### src/rtl/fetch_unit.sv
// Instruction-fetch front end: PC register, combinational imem address, and a small
// {pc, instr} FIFO toward decode. Optional performance counters under FETCH_PERF_CNT_EN.
module fetch_unit #(
    parameter int unsigned              ADDRESS_WIDTH = 32,
    parameter int unsigned              DATA_WIDTH    = 32,
    parameter logic [ADDRESS_WIDTH-1:0] RESET_PC      = '0,
    parameter int unsigned              QUEUE_DEPTH   = 2
) (
    input  logic                     clk,
    input  logic                     rst,
    output logic [ADDRESS_WIDTH-1:0] imem_addr,
    input  logic [DATA_WIDTH-1:0]    imem_instr,
    input  logic                     redirect_valid,
    input  logic [ADDRESS_WIDTH-1:0] redirect_pc,
    input  logic                     dec_ready,
    output logic                     dec_valid,
    output logic [DATA_WIDTH-1:0]    dec_instr,
    output logic [ADDRESS_WIDTH-1:0] dec_pc,
    output logic [ADDRESS_WIDTH-1:0] dec_pc_plus4
`ifdef FETCH_PERF_CNT_EN
    ,
    output logic [31:0]              perf_fetch_cnt,
    output logic [31:0]              perf_stall_cnt,
    output logic [31:0]              perf_flush_cnt
`endif
);

    localparam int unsigned PTR_W = (QUEUE_DEPTH > 1) ? $clog2(QUEUE_DEPTH) : 1;
    localparam int unsigned CNT_W = $clog2(QUEUE_DEPTH + 1);

    localparam logic [CNT_W-1:0]         FULL_CNT  = CNT_W'(QUEUE_DEPTH);
    localparam logic [DATA_WIDTH-1:0]    NOP_INSTR = DATA_WIDTH'(32'h0000_0013);
    localparam logic [ADDRESS_WIDTH-1:0] PC_STEP   = ADDRESS_WIDTH'(4);
    localparam logic [ADDRESS_WIDTH-1:0] PC_BOOT   = {RESET_PC[ADDRESS_WIDTH-1:2], 2'b00};

    logic [ADDRESS_WIDTH-1:0] pc_q, pc_d;
    logic [PTR_W-1:0]         rd_ptr_q, rd_ptr_d;
    logic [PTR_W-1:0]         wr_ptr_q, wr_ptr_d;
    logic [CNT_W-1:0]         count_q, count_d;

    logic [ADDRESS_WIDTH-1:0] q_pc_q    [QUEUE_DEPTH];
    logic [DATA_WIDTH-1:0]    q_instr_q [QUEUE_DEPTH];

    logic enq;
    logic deq;
    logic unused_redirect_lsbs;

    assign unused_redirect_lsbs = ^redirect_pc[1:0];

    assign imem_addr = pc_q;
    assign dec_valid = (count_q != '0);
    assign deq       = dec_valid & dec_ready;
    // A full queue can still accept a fetch when the head leaves on the same edge.
    assign enq       = !redirect_valid & ((count_q < FULL_CNT) | deq);

    always_comb begin
        pc_d     = pc_q;
        rd_ptr_d = rd_ptr_q;
        wr_ptr_d = wr_ptr_q;
        count_d  = count_q;
        if (redirect_valid) begin
            pc_d     = {redirect_pc[ADDRESS_WIDTH-1:2], 2'b00};
            rd_ptr_d = '0;
            wr_ptr_d = '0;
            count_d  = '0;
        end else begin
            if (enq) begin
                pc_d     = pc_q + PC_STEP;
                wr_ptr_d = wr_ptr_q + PTR_W'(1);
            end
            if (deq) begin
                rd_ptr_d = rd_ptr_q + PTR_W'(1);
            end
            case ({enq, deq})
                2'b10:   count_d = count_q + CNT_W'(1);
                2'b01:   count_d = count_q - CNT_W'(1);
                default: count_d = count_q;
            endcase
        end
    end

    always_ff @(posedge clk) begin
        if (rst) begin
            pc_q     <= PC_BOOT;
            rd_ptr_q <= '0;
            wr_ptr_q <= '0;
            count_q  <= '0;
        end else begin
            pc_q     <= pc_d;
            rd_ptr_q <= rd_ptr_d;
            wr_ptr_q <= wr_ptr_d;
            count_q  <= count_d;
        end
    end

    // Entry storage carries no reset; count_q alone decides what is valid.
    always_ff @(posedge clk) begin
        if (!rst && enq) begin
            q_pc_q[wr_ptr_q]    <= pc_q;
            q_instr_q[wr_ptr_q] <= imem_instr;
        end
    end

    always_comb begin
        dec_instr = NOP_INSTR;
        dec_pc    = '0;
        if (dec_valid) begin
            dec_instr = q_instr_q[rd_ptr_q];
            dec_pc    = q_pc_q[rd_ptr_q];
        end
    end

    assign dec_pc_plus4 = dec_pc + PC_STEP;

`ifdef FETCH_PERF_CNT_EN
    logic [31:0] perf_fetch_q;
    logic [31:0] perf_stall_q;
    logic [31:0] perf_flush_q;

    function automatic logic [31:0] sat_inc(input logic [31:0] v);
        return (v == 32'hFFFF_FFFF) ? v : v + 32'd1;
    endfunction

    always_ff @(posedge clk) begin
        if (rst) begin
            perf_fetch_q <= '0;
            perf_stall_q <= '0;
            perf_flush_q <= '0;
        end else begin
            if (enq)                     perf_fetch_q <= sat_inc(perf_fetch_q);
            if (dec_valid && !dec_ready) perf_stall_q <= sat_inc(perf_stall_q);
            if (redirect_valid)          perf_flush_q <= sat_inc(perf_flush_q);
        end
    end

    assign perf_fetch_cnt = perf_fetch_q;
    assign perf_stall_cnt = perf_stall_q;
    assign perf_flush_cnt = perf_flush_q;
`endif

endmodule

### config.mk
export PLATFORM = sky130hd
export DESIGN_NAME = fetch_unit
export DESIGN_NICKNAME = d
export VERILOG_FILES = /design/src/rtl/fetch_unit.sv
export SDC_FILE = /design/constraint.sdc
export NUM_CORES = 1
export LEC_CHECK = 0
export ABC_AREA = 1
export ABC_CLOCK_PERIOD_IN_PS = 6900
export CAP_MARGIN = 25
export CORE_MARGIN = 2
export CORE_UTILIZATION = 45
export CTS_CLUSTER_DIAMETER = 200
export DETAILED_ROUTE_END_ITERATION = 10
export HOLD_SLACK_MARGIN = 0.03
export PLACE_DENSITY = 0.82
export SLEW_MARGIN = 20
export SYNTH_ARGS = -nofsm -noshare
export SYNTH_HDL_FRONTEND = slang
export SYNTH_SLANG_ARGS = --single-unit
### constraint.sdc
create_clock -name clk -period 6.9 [get_ports clk]
set_clock_uncertainty 0.15 [all_clocks]
set_input_delay 1.38 -clock clk [delete_from_list [all_inputs] [get_ports clk]]
set_output_delay 1.38 -clock clk [all_outputs]
set_load 0.01 [all_outputs]
==> summary.md, run 1 <==
| Metric | Value |
|---|---|
| Cells after Synth | `approximately 980` |
| Clock Sinks | `159` |
| Total power | `between 2 and 2.5 mW` |
| Slowest stage delay, CP | `0.79 ns` |
| Worst hold path type | `reg2reg` |
| Worst VDD drop | `roughly 170 uV` |
| Gr ovfl total | `0` |
| CP Data Required Time | `around 5.4 ns` |
| Core ar. | `roughly 0.018 mm2` |
| Root buffer cell | `clkbuf_16` |
| Final slew viol count | `0` |
| Arrival @ worst endpoint | `3.47 ns` |
| Place WS | `between 2 and 2.5 ns` |
| Sequential element share of the synthesized area | `0.546` |
| Layout Cells excl Fill | `1,406` |
| Worst hold stages | `1` |
| Die W | `about 140 um` |
| Seq cells post-synth | `159` |
| WP depth | `9` |
| Fraction of layout cells with a size suffix above 1 | `0.0586` |
| Initial core utilization | `0.454` |
| Final wirelength | `21.1 mm` |
| Cell chain of the critical path | `inv_4 -> o21ai_2 -> inv_1 -> ha_1 -> nand2_1 -> nor2_2 -> nand2_1 -> xor2_1 -> clkdlybuf4s50_1` |
| Slew margin rel. | `0.440` |
| Placed Cells | `approximately 1,400` |
| Placed inst area | `slightly above 0.01 mm2` |
| CTS tree | `built` |
| Initial antenna violation count | `0` |
| Synth warn | `0` |
| Setup bufs post-CTS | `0` |
| CTS resizes | `0` |
| Fin. Hold Viols | `0` |
| CP Max Fanout | `between 60 and 70` |
| Vias/cell | `roughly 5.1` |
| Die Y | `between 100 and 150 um` |
| Setup CP Type | `reg2out` |
| RSZ-0062 raised after global routing | `no` |
| CP bufs+invs | `3` |
| Internal reg-to-reg setup slack | `4.13 ns` |
| DR WL/cell | `between 10 and 15 um` |
| Yosys cell types | `38` |
| LEAKAGE | `roughly 4.2 nW` |
| Most used cell, CP | `nand2_1` |
| Final setup vio count | `0` |
| Area Growth Syn to Fin | `31.8%` |
| Final worst setup slack | `1.90 ns` |
| First-pass GRT wire length | `roughly 34 mm` |
| XOR/XNOR Fraction of Synth Area | `0.0216` |
| Final hold slack | `between 0.3 and 0.4 ns` |
| CP Capture Type | `output pin` |
| Post-synthesis mux area share | `0` |
| ANT nets after route | `0` |
| Pin count of the biggest net entering global routing | `63` |
| CTS Hold Bufs | `0` |
| Setup tns final | `0 ns` |
| Die area | `between 0.015 and 0.02 mm2` |
| Worst-Margin Slew | `0.840 ns` |
| CTS Buf Count | `17` |
| Total I/O pin count | `~200` |
| Hold_sp | `rd_ptr_q$_SDFFE_PP0P_` |
| Compound-Gate Fraction of Synth Area | `0.0702` |
| Reg-to-Reg Start | `count_q[0]$_SDFFE_PP0P_` |
| Final Net Count | `about 1,200` |
| Cell Rows | `49` |
| Worst-Skew Late Latency | `0.42 ns` |
| Post-synth ARST share | `0` |
| Max Clk Rate | `roughly 200 MHz` |
| Antenna diodes | `0` |
| Fill count | `approximately 1,500` |
| First-pass detailed-route iteration total | `6` |
| Syn Area/Cell | `8.25 um2` |
| Final period util | `0.725` |
| Synthesized cell area | `0.00810 mm2` |
| Max_cap viols | `0` |
| CP max-delay cell | `dfxtp_2` |
| Hpwl dp | `15.2 mm` |
| Worst reg2reg path depth | `8` |
| Htree depth | `4` |
| Simple-gate share of the synthesized area | `0.278` |
| Status | `finished clean` |
| DR DRC count | `0` |
| Startpoint types | `register` |
| Synth Flop Type | `edfxtp_1` |
| Initial DRC count | `approximately 580` |
| Number of global-route vias before repair | `around 6,800` |
| Routability Congestion | `approximately 0.89` |
| Count of input and output buffers | `188` |
| Adder-Cell Fraction of Synth Area | `0.00463` |
| R2r endpoint | `imem_addr[17]$_SDFFE_PP0P_` |
| Post-Route Utilization | `0.598` |
| Clock transition at the registers of the reported paths | `~0.060 ns` |
| Main combinational cell family by area after synthesis | `simple AND/OR/NAND/NOR gates` |
| CP delay by family, top | `buffers and inverters` |
| Pwr dens | `209 mW/mm2` |
| Final min period | `approximately 5 ns` |
| Post-synth EDFFs | `~120` |
| Maximum root-to-sink buffer count | `2` |
| GRT Total Usage | `0.220` |
| Finished Cell Area | `between 0.01 and 0.015 mm2` |
| DR vias | `between 7,000 and 8,000` |
[cells in the final DEF, fill, tap and decap left out, drive strengths merged]
cell             n
a31oi            7
nor2           103
o21a             1
clkbuf          18
a211oi           2
nor3             8
edfxtp         124
or2              1
nand4           12
nand3           66
clkinv           7
inv            112
dfxtp           35
clkinvlp         3
a21oi           58
nand3b           1
ha               3
o221ai           1
o21bai           3
conb             6
buf              7
xor2            17
and2             1
xnor2            3
o21ai           31
o211ai           3
clkdlybuf4s50  188
nand2          356
[flip-flops by register name (all words and copies together), names as in the netlist, named ones only]
name	count
wr_ptr_q	1
imem_addr	30
count_q	2
q_instr_q	64
rd_ptr_q	1
q_pc_q	60
[synthesized netlist by cell type, types with 10 or more instances]
master	number	area, um2
nor2_1	86	323
nor2_2	14	87.6
dfxtp_1	35	701
nand3_1	66	330
nand2_1	354	1330
edfxtp_1	124	3720
inv_1	100	375
a21oi_1	58	290
buf_4	10	75.1
xor2_1	17	149
clkbuf_1	13	48.8
nand4_1	12	75.1
o21ai_0	28	140
[per-layer routing]
layer / part of all wire / GRT usage / vias to the layer above
li1: - / - / 3551
met1: 0.43 / 0.291 / 3264
met2: 0.48 / 0.365 / 317
met3: 0.066 / 0.0381 / 37
met4: 0.025 / 0.0811 / 0
met5: 0 / 0 / -
[cell type report]
| type | count | area (um2) | area share |
|---|---|---|---|
| multi-input cells | 683 | 3070 | 0.288 |
| clock buffers | 18 | 429 | 0.0402 |
| well taps | 229 | 287 | 0.0268 |
| repair buffers | 195 | 1940 | 0.182 |
| clock inverters | 14 | 111 | 0.0104 |
| inverters | 108 | 413 | 0.0387 |
| flip-flops and latches | 159 | 4430 | 0.414 |
[how the worst max path moves through the flow]
stage	startpoint	end	slack [ns]
4_1_cts	register	dec_pc_plus4[18]	1.83
6_report	register	dec_pc_plus4[18]	1.90
3_5_place_dp	register	dec_pc_plus4[18]	2.29
3_3_place_gp	register	dec_pc_plus4[18]	2.28
5_1_grt	register	dec_pc_plus4[18]	1.58
2_1_floorplan	redirect_valid	q_instr_q[0][0]$_DFFE_PP_	0.12
[power by group]
| part | internal, mW | switching [mW] |
|---|---|---|
| sequential | 1.07 | 0.0351 |
| clock | 0.466 | 0.381 |
| combinational | 0.135 | 0.144 |
[kinds of logic (layout without fill, tap and decap cells)]
kind of cell,count (synthesis),count (layout)
buf+inv,145,335
simple gates,548,548
compound gates,106,106
xor+xnor,20,20
fa+ha+maj,3,3
flops,159,159
other cells,1,6
(Power assumes the default switching activity.)
==> run 2: changes to the inputs <==
--- a/config.mk
+++ b/config.mk
@@ -6,14 +6,14 @@
 export NUM_CORES = 1
 export LEC_CHECK = 0
 export ABC_AREA = 1
-export ABC_CLOCK_PERIOD_IN_PS = 6900
+export ABC_CLOCK_PERIOD_IN_PS = 5100
 export CAP_MARGIN = 25
 export CORE_MARGIN = 2
-export CORE_UTILIZATION = 45
+export CORE_UTILIZATION = 50
 export CTS_CLUSTER_DIAMETER = 200
 export DETAILED_ROUTE_END_ITERATION = 10
 export HOLD_SLACK_MARGIN = 0.03
-export PLACE_DENSITY = 0.82
+export PLACE_DENSITY = 0.86
 export SLEW_MARGIN = 20
 export SYNTH_ARGS = -nofsm -noshare
 export SYNTH_HDL_FRONTEND = slang
==> constraint.sdc (replaced) <==
create_clock -name clk -period 5.1 [get_ports clk]
set_clock_uncertainty 0.15 [all_clocks]
set_input_delay 1.02 -clock clk [delete_from_list [all_inputs] [get_ports clk]]
set_output_delay 1.02 -clock clk [all_outputs]
set_load 0.01 [all_outputs]
==> summary.md, run 2 (synthesized netlist as in run 1, its figures left out) <==
| Metric | Value |
|---|---|
| Status | `finished clean (unchanged)` |
| Sw Ratio | `0.249 (was 0.251)` |
| DR DRC count | `0 (unchanged)` |
| Pwr dens | `294 mW/mm2 (was 209 mW/mm2)` |
| Max reg flops | `64 (unchanged)` |
| Post-Route Utilization | `0.677 (was 0.598)` |
| Place WS | `0.829 ns (was 2.29 ns)` |
| P_sw | `788 uW (was 560 uW)` |
| Fin. Hold Viols | `0 (unchanged)` |
| First-pass detailed-route iteration total | `6 (unchanged)` |
| Clock transition at the registers of the reported paths | `0.06 ns (about the same)` |
| Fraction of layout cells with a size suffix above 1 | `0.0619 (was 0.0586)` |
| Maximum root-to-sink buffer count | `2 (unchanged)` |
| Worst hold path type | `reg2reg (unchanged)` |
| Cell Rows | `46 (was 49)` |
| CTS tree | `built (unchanged)` |
| Root buffer cell | `clkbuf_16 (unchanged)` |
| DR WL/cell | `15.5 um (was 15.0 um)` |
| Max Clk Rate | `around 210 MHz` |
| Htree depth | `4 (unchanged)` |
| Final min period | `4.68 ns` |
| Most common cell after layout, fill and taps aside | `nand2_1 (unchanged)` |
| Finished Cell Area | `0.0107 mm2 (about the same)` |
| Die Y | `131 um (was 138 um)` |
| Startpoint types | `register (unchanged)` |
| Worst-Margin Slew | `0.834 ns (was 0.840 ns)` |
| Combinational power share | `0.121 (was 0.125)` |
| Vias/cell | `5.19 (was 5.10)` |
| Final worst setup slack | `0.424 ns (was 1.90 ns)` |
| Total I/O pin count | `197 (unchanged)` |
| Area Growth Syn to Fin | `32.6% (was 31.8%)` |
| CP Capture Type | `output pin (unchanged)` |
| CTS Buf Count | `17 (unchanged)` |
| Setup CP Type | `reg2out (unchanged)` |
| GRT Total Usage | `0.250 (was 0.220)` |
| Final setup vio count | `0 (unchanged)` |
| CP Data Required Time | `3.93 ns (was 5.37 ns)` |
| Routability Congestion | `0.910 (was 0.895)` |
| Antenna diodes | `0 (unchanged)` |
| Clock share of power | `0.404 (was 0.379)` |
| Biggest register | `q_instr_q (unchanged)` |
| Slew margin rel. | `0.444 (was 0.440)` |
| Core ar. | `0.0159 mm2 (was 0.0178 mm2)` |
| Gr ovfl total | `0 (unchanged)` |
| Clock Sinks | `159 (unchanged)` |
| CP Max Fanout | `61 (unchanged)` |
| Layout Cells excl Fill | `1,395 (was 1,406)` |
| Worst-Skew Late Latency | `0.42 ns (about the same)` |
| Count of input and output buffers | `188 (unchanged)` |
| ANT nets after route | `0 (unchanged)` |
| DR vias | `7,238 (was 7,169)` |
| Placed Cells | `1,363 (was 1,373)` |
| RSZ-0062 raised after global routing | `no (unchanged)` |
| Part of the power in registers | `0.475 (was 0.496)` |
| Final wirelength | `21.7 mm (was 21.1 mm)` |
| Arrival @ worst endpoint | `3.51 ns (was 3.47 ns)` |
| CTS Hold Bufs | `0 (unchanged)` |
| Final slew viol count | `0 (unchanged)` |
| Initial DRC count | `849 (was 578)` |
| Total power | `3.16 mW (was 2.24 mW)` |
| CTS resizes | `0 (unchanged)` |
| Final Net Count | `1,237 (was 1,235)` |
| Initial core utilization | `0.510 (was 0.454)` |
| Worst VDD drop | `227 uV (was 166 uV)` |
| First-pass GRT wire length | `34.5 mm (was 33.7 mm)` |
| Initial antenna violation count | `0 (unchanged)` |
| Hpwl dp | `15.2 mm (about the same)` |
| Placed inst area | `0.0101 mm2 (about the same)` |
| Most frequent cells in the layout | `nand2_1, clkdlybuf4s50_1, edfxtp_1 (unchanged)` |
| Internal | `2.38 mW (was 1.68 mW)` |
| Die W | `131 um (was 138 um)` |
| Max_cap viols | `0 (unchanged)` |
| Die area | `0.0172 mm2 (was 0.0191 mm2)` |
| Pin count of the biggest net entering global routing | `63 (unchanged)` |
| Setup bufs post-CTS | `0 (unchanged)` |
| LEAKAGE | `4.23 nW (was 4.19 nW)` |
| Final period util | `0.917` |
| Number of global-route vias before repair | `6,832 (was 6,755)` |
[run 2: cell count changes in the layout (fill, tap and decap cells not counted)]
| cell | before | now |
|---|---|---|
| buf_12 | 0 | 1 |
| clkbuf_1 | 1 | 0 |
| clkinv_1 | 1 | 0 |
| inv_8 | 2 | 4 |
| bufinv_16 | 0 | 2 |
| clkinv_2 | 2 | 0 |
| buf_8 | 1 | 0 |
| buf_4 | 6 | 8 |
[run 2: routing by layer]
layer / routed length [um] / vias up / GRT usage / share of wire
met5: 0 / - / 0 / 0
met4: 631 / 0 / 0.101 / 0.029
met3: 1720 / 49 / 0.0471 / 0.080
met2: 10300 / 365 / 0.410 / 0.48
met1: 8980 / 3272 / 0.329 / 0.41
li1: - / 3552 / - / -
[run 2: metrics by stage]
stage                     hold WS, ns  setup TNS (ns)
after floorplan                 0.276         -164.15
after global placement          0.282               0
after detailed placement        0.287               0
after CTS                       0.318               0
after global routing            0.349               0
final                           0.331               0
[run 2: final cells by class]
class | instances | area [um2]
Inverter | 108 | 413
Tap cell | 216 | 270
Fill cell | 1225 | 5140
Timing Repair Buffer | 197 | 1960
Multi-Input combinational cell | 683 | 3070
Clock inverter | 15 | 180
Clock buffer | 17 | 425
Sequential cell | 159 | 4430
[run 2: worst max-delay path, stage by stage (launching register included)]
cell and delay, ns:
dfxtp_2 0.79, inv_4 0.43, o21ai_2 0.37, inv_1 0.12, ha_1 0.26, nand2_1 0.19
nor2_2 0.11, nand2_1 0.09, xor2_1 0.15, clkdlybuf4s50_1 0.56
[run 2: worst paths after layout]
check	from	endpoint	slack, ns	cells past startpoint
setup / recovery	register	dec_pc_plus4[18]	0.42	9
hold / removal	rd_ptr_q$_SDFFE_PP0P_	register	0.33	1
setup reg to reg	count_q[0]$_SDFFE_PP0P_	count_q[1]$_SDFFE_PP0P_	2.45	11
hold reg to reg	rd_ptr_q$_SDFFE_PP0P_	register	0.33	1
[run 2: power groups by stage]
| stage | clock network [mW] | registers, mW | logic [mW] |
|---|---|---|---|
| 6_report | 1.28 | 1.50 | 0.382 |
| 5_1_grt | 1.34 | 1.51 | 0.414 |
| 4_1_cts | 1.29 | 1.50 | 0.382 |
| 3_5_place_dp | 0 | 1.53 | 0.378 |
| 3_3_place_gp | 0 | 1.52 | 0.369 |
| 2_1_floorplan | 0 | 1.52 | 0.179 |
